--- src/rtl/control_monitor.sv ---
// rtl/control_monitor.sv - passive step-sequence, CPI and protocol monitor for the multicycle controller
// Optional body watchdog: define CONTROL_MONITOR_WATCHDOG_EN.
module control_monitor #(
  parameter int CNT_W    = 16,
  parameter int MAX_BODY = 4
) (
  input  logic             clk,
  input  logic             reset,
  input  logic             RegDst,
  input  logic             ALUSrcA,
  input  logic             RegWrite,
  input  logic             MemToReg,
  input  logic             IRWrite,
  input  logic             MemWrite,
  input  logic             MemRead,
  input  logic             PCWrite,
  input  logic             PCWriteCond,
  input  logic             mem_select,
  input  logic [1:0]       ALUSrcB,
  input  logic [1:0]       PCSource,
  input  logic [2:0]       ALUOp,
  input  logic             alu_zero,
  output logic             instr_done,
  output logic [1:0]       retire_kind,
  output logic             branch_taken,
  output logic [3:0]       last_cpi,
  output logic [CNT_W-1:0] cycle_count,
  output logic [CNT_W-1:0] instr_count,
  output logic             err,
  output logic [2:0]       err_code
);

  typedef enum logic [1:0] {S_SYNC, S_FETCHED, S_BODY, S_RETIRED} state_t;

  state_t     state, state_nxt;
  logic [3:0] cpi_cnt, cpi_nxt, cpi_inc;
  logic       is_fetch, is_retire, is_quiet, mem_conflict;
  logic [1:0] kind;
  logic       err_nxt, done_nxt, taken_nxt;
  logic [2:0] code_nxt;
  logic       unused_ctrl;

  // Datapath-steering controls carry no sequencing information.
  assign unused_ctrl = ^{RegDst, ALUSrcA, mem_select, ALUSrcB, PCSource, ALUOp};

  assign is_fetch     = IRWrite & MemRead & PCWrite;
  assign is_retire    = !is_fetch & (RegWrite | MemWrite | PCWriteCond | PCWrite);
  assign is_quiet     = !(RegWrite | MemWrite | PCWrite | PCWriteCond | IRWrite);
  assign mem_conflict = MemRead & MemWrite;
  assign cpi_inc      = (cpi_cnt == 4'hF) ? cpi_cnt : cpi_cnt + 4'd1;

  always_comb begin
    kind = 2'd3;
    if (MemWrite)                 kind = 2'd2;
    else if (RegWrite & MemToReg) kind = 2'd1;
    else if (RegWrite)            kind = 2'd0;
  end

`ifdef CONTROL_MONITOR_WATCHDOG_EN
  localparam int BW = $clog2(MAX_BODY + 1);
  logic [BW-1:0] body_cnt, body_nxt;
`else
  localparam int unused_max_body = MAX_BODY;
`endif

  always_comb begin
    state_nxt = state;
    cpi_nxt   = cpi_cnt;
    err_nxt   = 1'b0;
    code_nxt  = err_code;
    done_nxt  = 1'b0;
    taken_nxt = 1'b0;
`ifdef CONTROL_MONITOR_WATCHDOG_EN
    body_nxt  = body_cnt;
`endif
    if (mem_conflict) begin
      err_nxt  = 1'b1;
      code_nxt = 3'd4;
    end else begin
      case (state)
        S_SYNC: begin
          if (is_fetch) begin
            state_nxt = S_FETCHED;
            cpi_nxt   = 4'd1;
          end
        end
        S_FETCHED: begin
          if (is_quiet) begin
            state_nxt = S_BODY;
            cpi_nxt   = cpi_inc;
`ifdef CONTROL_MONITOR_WATCHDOG_EN
            body_nxt  = '0;
`endif
          end else begin
            err_nxt  = 1'b1;
            code_nxt = 3'd1;
          end
        end
        S_BODY: begin
          if (is_fetch) begin
            err_nxt  = 1'b1;
            code_nxt = 3'd3;
          end else if (is_retire) begin
            state_nxt = S_RETIRED;
            done_nxt  = 1'b1;
            taken_nxt = PCWriteCond & alu_zero;
          end else begin
            cpi_nxt = cpi_inc;
`ifdef CONTROL_MONITOR_WATCHDOG_EN
            // The cycle that would bring the body count to MAX_BODY trips the watchdog.
            if (body_cnt == BW'(MAX_BODY - 1)) begin
              err_nxt  = 1'b1;
              code_nxt = 3'd2;
            end else begin
              body_nxt = body_cnt + BW'(1);
            end
`endif
          end
        end
        S_RETIRED: begin
          if (is_fetch) begin
            state_nxt = S_FETCHED;
            cpi_nxt   = 4'd1;
          end else begin
            err_nxt  = 1'b1;
            code_nxt = 3'd3;
          end
        end
        default: state_nxt = S_SYNC;
      endcase
    end
    if (err_nxt) state_nxt = S_SYNC;
  end

  always_ff @(posedge clk or negedge reset) begin
    if (!reset) begin
      state        <= S_SYNC;
      cpi_cnt      <= '0;
      instr_done   <= 1'b0;
      retire_kind  <= '0;
      branch_taken <= 1'b0;
      last_cpi     <= '0;
      cycle_count  <= '0;
      instr_count  <= '0;
      err          <= 1'b0;
      err_code     <= '0;
    end else begin
      state        <= state_nxt;
      cpi_cnt      <= cpi_nxt;
      instr_done   <= done_nxt;
      branch_taken <= taken_nxt;
      err          <= err_nxt;
      err_code     <= code_nxt;
      if (done_nxt) begin
        retire_kind <= kind;
        last_cpi    <= cpi_inc;
        if (instr_count != '1) instr_count <= instr_count + CNT_W'(1);
      end
      if (cycle_count != '1) cycle_count <= cycle_count + CNT_W'(1);
    end
  end

`ifdef CONTROL_MONITOR_WATCHDOG_EN
  always_ff @(posedge clk or negedge reset) begin
    if (!reset) body_cnt <= '0;
    else        body_cnt <= body_nxt;
  end
`endif

endmodule

--- config.mk ---
export PLATFORM = sky130hd
export DESIGN_NAME = control_monitor
export DESIGN_NICKNAME = d
export VERILOG_FILES = /design/src/rtl/control_monitor.sv
export SDC_FILE = /design/constraint.sdc
export NUM_CORES = 1
export LEC_CHECK = 0
export BUFFER_PORTS_ARGS = -buffer_cell sky130_fd_sc_hd__buf_4
export CORE_ASPECT_RATIO = 1.5
export CORE_UTILIZATION = 50
export DETAILED_ROUTE_END_ITERATION = 16
export GPL_TIMING_DRIVEN = 0
export PLACE_DENSITY = 0.82
export SLEW_MARGIN = 20
export SYNTH_ARGS = -nofsm -noshare
export SYNTH_HDL_FRONTEND = slang
export SYNTH_SLANG_ARGS = --single-unit
--- constraint.sdc ---
create_clock -name clk -period 2.07 [get_ports clk]
set_input_delay 0 -clock clk [delete_from_list [all_inputs] [get_ports clk]]
set_output_delay 0 -clock clk [all_outputs]
set_load 0.01 [all_outputs]
======== Word-level counts from Yosys, hierarchy flattened ========
Cells that the tools add are included.
storage, ports and cells
  bits in registers ....................... 50
  input bits .............................. 20
  output and inout bits ................... 44
  word-level logic and storage cells ...... 86
operators by class
  add/subtract/negate cells ............... 3
  eq/ne operators ......................... 18
  mux-type cells .......................... 34
  bitwise operators ....................... 13
  reductions and logical operators ........ 8
operators with widths
  kind                                                                      number
  16-bit by 1-bit adder with 16-bit output (second input constant)          2
  16-bit inequality test (second input constant)                            2
  4-bit two-way mux                                                         5
  2-bit two-way mux                                                         9
  3-bit inequality test (second input constant)                             6
  1-bit two-way mux                                                         12
  3-bit two-way mux                                                         4
  4-bit one-hot mux with 3 select lines                                     1
  5-bit AND reduction                                                       2
  3-bit one-hot mux with 3 select lines                                     1
  1-bit AND                                                                 6
  2-bit inequality test (second input constant)                             3
  1-bit bitwise OR                                                          6
  2-bit one-hot mux with 3 select lines                                     1
  4-bit by 1-bit adder with 4-bit output (second input constant)            1
  2-bit equality test (second input constant)                               2
  4-bit equality test (second input constant)                               1
  2-bit by 1-bit inequality test with 1-bit output (second input constant)  2
  4-bit AND reduction                                                       1
  4-bit nonzero test                                                        1
  3-bit by 1-bit inequality test with 1-bit output (second input constant)  1
  1-bit one-hot mux with 3 select lines                                     1
  2-bit by 1-bit equality test with 1-bit output (second input constant)    1
  2-bit zero test                                                           1
  4 further kinds                                                           4

======== Logic depth before layout (Yosys ltp) ========
  depth in word-level cells ............... 9
  depth in mapped cells ................... 8
  mapped depth without buffers ............ 7

======== Worst setup path after synthesis ========
Ideal clock, no wire load.
  path kind ............................... register to register
  from .................................... register cycle_count[0]
  to ...................................... register cycle_count[1]
  setup time .............................. 0.125 ns
  data arrival time ....................... 1.715 ns
  required time ........................... 1.945 ns
  path slack .............................. 0.230 ns
  cell stages (with the launch flop) ...... 6
  path buffers ............................ 0
  clock period less this slack ............ 1.840 ns
  cell sequence ........................... dfrtp_1 ha_1 nand4_1 nor3_1 nand2_1 mux2_2
on the way
  cells in the longest elaborated chain, start to end .. 1
  elaborated cells on any way between the ends .. 2
  those cells by class .................... add/sub (1); eq/ne (1)
RTL lines
  element                                                                                    RTL line  source
  start, declared                                                                            27        output logic [CNT_W-1:0] cycle_count,
  start signal, assigned                                                                     159       if (cycle_count != '1) cycle_count <= cycle_count + CNT_W'(1);
  16-bit by 1-bit adder with 16-bit output / 16-bit inequality test (equally long branches)  159
Parallel ways exist; a longest one is shown, timed or not.
A chain may end at the register's enable or synchronous reset.

======== Final worst setup path ========
  from .................................... register state[0]
  to ...................................... register cpi_cnt[3]
on the way
  cells in the longest elaborated chain, start to end .. 4
  elaborated cells on any way between the ends .. 11
  those cells by class .................... eq/ne (7); mux (1); reduce/logical (3)
RTL lines
  element                                                            RTL line  source
  start, declared                                                    35        state_t state, state_nxt;
  start signal, assigned                                             148       state <= state_nxt;
  2-bit equality test / 2-bit zero test (equally long branches)      80        case (state)
  2-bit OR reduction (no source line)                                --
  2-bit by 1-bit inequality test with 1-bit output (no source line)  --
  5-bit AND reduction (no source line)                               --
  end signal, assigned                                               149       cpi_cnt <= cpi_nxt;
  end, declared                                                      36        logic [3:0] cpi_cnt, cpi_nxt, cpi_inc;
Parallel ways exist; a longest one is shown, timed or not.

==> out/metrics.csv <==
metric,value,unit
Max Cap Viol,0,
Reg-to-Reg End,cpi_cnt[3],
list of most frequent post-synthesis cells,"dfrtp_1 (50), nand2_1 (22), xnor2_1 (19), nand3_1 (17), nor2_1 (14)",
ANT nets after route,0,
final RePlAce weighted congestion,0.8408,
largest net degree at the start of global routing,51,
critical path cell sequence,inv_1 -> ha_2 -> inv_1 -> o21ai_0 -> and3_1 -> buf_6 -> or3b_1 -> o21ai_0,
Most Crowded Layer GR,met2,
CTS tree,done,
count of final setup violators,0,
initial DRC count,84,
share of layout cells above drive strength 1,27.89,%
root buf cell,clkbuf_8,
worst-case reg-to-reg path depth,8,
worst r2r src,state[0],
Post-synth EDFFs,0,
Worst setup SP type,flop,
"Primary FF master, synth",dfrtp_1,
GR Util met2,36.88,%
pre-CTS setup slack,-0.1690,ns
final hold viol count,0,
Pleak,1.447,nW
io pins,64,
Max Clk Rate,0.5189,GHz
"Data required, critical path",2.29,ns
#FFs+latches synth,50,
syn nets,254,
critical path class,reg -> reg,
Die W,58.74,um
hold path endpoint,retire_kind[1],
register area,1251,um^2
top-count cell post-synth,dfrtp_1,
slowest CP cell,dfrtp_1,
drt pass-1 iters,4,
Min-Delay Path Class,in -> reg,
status,"finished, final reports clean",
Die H,87.12,um
R2R setup slack,0.14,ns
Period minus WS final,1.927,ns
library cells used by synthesis,38,
via count,1954,
crit-path max cell delay,0.42,ns
full die area,5117,um^2
Synth area leader,dfrtp_1,
GR Util All Layers,20.99,%
final net count,321,
core area,4579,um^2
dpl hpwl,3477,um
initial antenna violation count,0,
Clock Skew,0.007853,ns
Power Dens Cells,941.4,nW/um^2
"IR drop worst, VDD",0.0006265,V
post-synthesis average cell area,10.69,um^2
"Clk Latency, worst-skew pair",0.30,ns
Min Hold Slack,0.01474,ns
drt drc,0,
area delta synth->final,28.19,%
row cnt,30,
DRT Wirelength,4944,um
Synth area leaders,"dfrtp_1 (52%), xnor2_1 (6.9%), ha_1 (4.1%)",
number of global-route vias before repair,1866,
clock transition at the registers of the reported paths,0.09,ns
fillcell total,371,
GR met1 Demand/Resource,24.32,%
"Seq/Total Area, Yosys",51.81,%
Antenna diodes,0,
unrepaired setup endpoints after global routing,no,
Via density,5.458,
TNS Setup,0,ns
hold_sp,MemWrite,
WL/cell,13.81,um
area of the multi-input gates,1165,um^2
first-pass GRT wire length,8224,um
IO buf count,53,
fin cells,358,
final worst-path cycle share,93.10,%
H-tree depth,2,
relative slew slack,54.12,%
Initial Util,52.73,%
Pins Over Slew Limit,0,
asr flop ratio synth,100.0,%
Max clock buf depth,2,
CTS buffer count,5,
WP data arrival,2.15,ns
kind of end point of the critical path,flop,
Util after Layout,67.60,%
post-synth design cell area,2415,um^2
remaining global-route overflow,0,
Sink Count,50,
"critical path fanouts, max",8,
GR Util met3,4.309,%
placed inst area,2893,um^2
final setup margin,0.1428,ns
warnings from Yosys,0,
Hold Path Stages,3,
DP Cell Count,343,
Worst-Margin Slew,0.6825,ns
top-area cell type share of the netlist area,51.81,%
Tot Pwr,2.914,mW
post-layout instance area,3095,um^2
Cells after Synth,226,
## layer usage
layer / vias to the layer above / part of all wire, %
met5: - / 0
met4: 0 / 1.9
met3: 9 / 3.5
met2: 50 / 53
met1: 959 / 41
li1: 936 / -
## registers in the layout, summed over array words and instances, names as in the netlist
name          flops
cycle_count      16
instr_count      16
cpi_cnt           4
last_cpi          4
err_code          3
retire_kind       2
state             2
branch_taken      1
err               1
instr_done        1
## logic make-up (layout without fill, tap and decap cells)
group | after synthesis | after routing | synth area share, %
adders and majority gates | 8 | 8 | 4.145
muxes | 12 | 12 | 5.337
AOI/OAI and AO/OA | 32 | 32 | 8.705
xor gates and xnor gates | 23 | 23 | 8.342
and+or+nand+nor | 92 | 92 | 19.90
buffers and inverters | 9 | 77 | 1.762
DFF | 50 | 50 | 51.81
## how the worst max path moves through the flow
stage,endpoint,depth (start not counted),start
3_3_place_gp,instr_count[15],6,state[0]
4_1_cts,instr_count[15],6,state[0]
3_5_place_dp,instr_count[15],6,state[0]
2_1_floorplan,cycle_count[1],5,cycle_count[0]
5_1_grt,cpi_cnt[3],8,state[0]
6_report,cpi_cnt[3],8,state[0]
## placed cells by master (no fill, tap or decap), types with 2 or more instances in the layout
cell type / synthesis / routed
and4_1: 2 / 2
inv_1: 7 / 7
mux2i_1: 5 / 5
xnor2_1: 19 / 19
nor2b_1: 2 / 2
nor3_2: 1 / 2
nor2_1: 14 / 14
clkbuf_8: 0 / 6
and2_1: 2 / 2
nand3_1: 17 / 17
a21oi_1: 9 / 8
ha_1: 8 / 7
and3_1: 7 / 7
nor4_1: 3 / 2
mux2_2: 7 / 7
a211oi_1: 3 / 2
xor2_1: 4 / 4
nand2_1: 22 / 21
a31oi_1: 3 / 3
o21ai_0: 8 / 8
dfrtp_1: 50 / 50
dlygate4sd3_1: 0 / 6
nand4_1: 11 / 11
nand2b_1: 4 / 4
buf_4: 0 / 54
## critical path: cells and delay by family (launching register included)
family,cells,cell delay [ns]
AO/OA/AOI/OAI,2,0.15
adder cells (fa/ha/maj),1,0.38
buffers and inverters,3,0.35
flip-flops,1,0.42
AND/OR/NAND/NOR,2,0.55
## layout make-up
class / instances / area share (%)
timing repair buffer: 60 / 15.04
clock inverter: 1 / 0.1617
tap: 64 / 2.587
multi-input combinational: 167 / 37.63
buffer: 2 / 0.5255
clock buffer: 7 / 2.789
inverter: 7 / 0.8488
sequential: 50 / 40.42
## report_power, final
group | total [mW] | switching (mW) | internal, mW
logic | 1.02 | 0.513 | 0.505
registers | 1.31 | 0.162 | 1.15
clock network | 0.584 | 0.314 | 0.270
total | 2.91 | 0.989 | 1.93
## repair_timing
item | 4_1_cts | 5_1_grt
pin swaps | 0 | 1
endpoints found under the setup margin | 10 | 13
endpoints found under the hold margin | 53 | 0
setup buffers | 0 | 1
hold buffers | 6 | 0
gates resized for setup | 3 | 6
(Power assumes the default switching activity.)
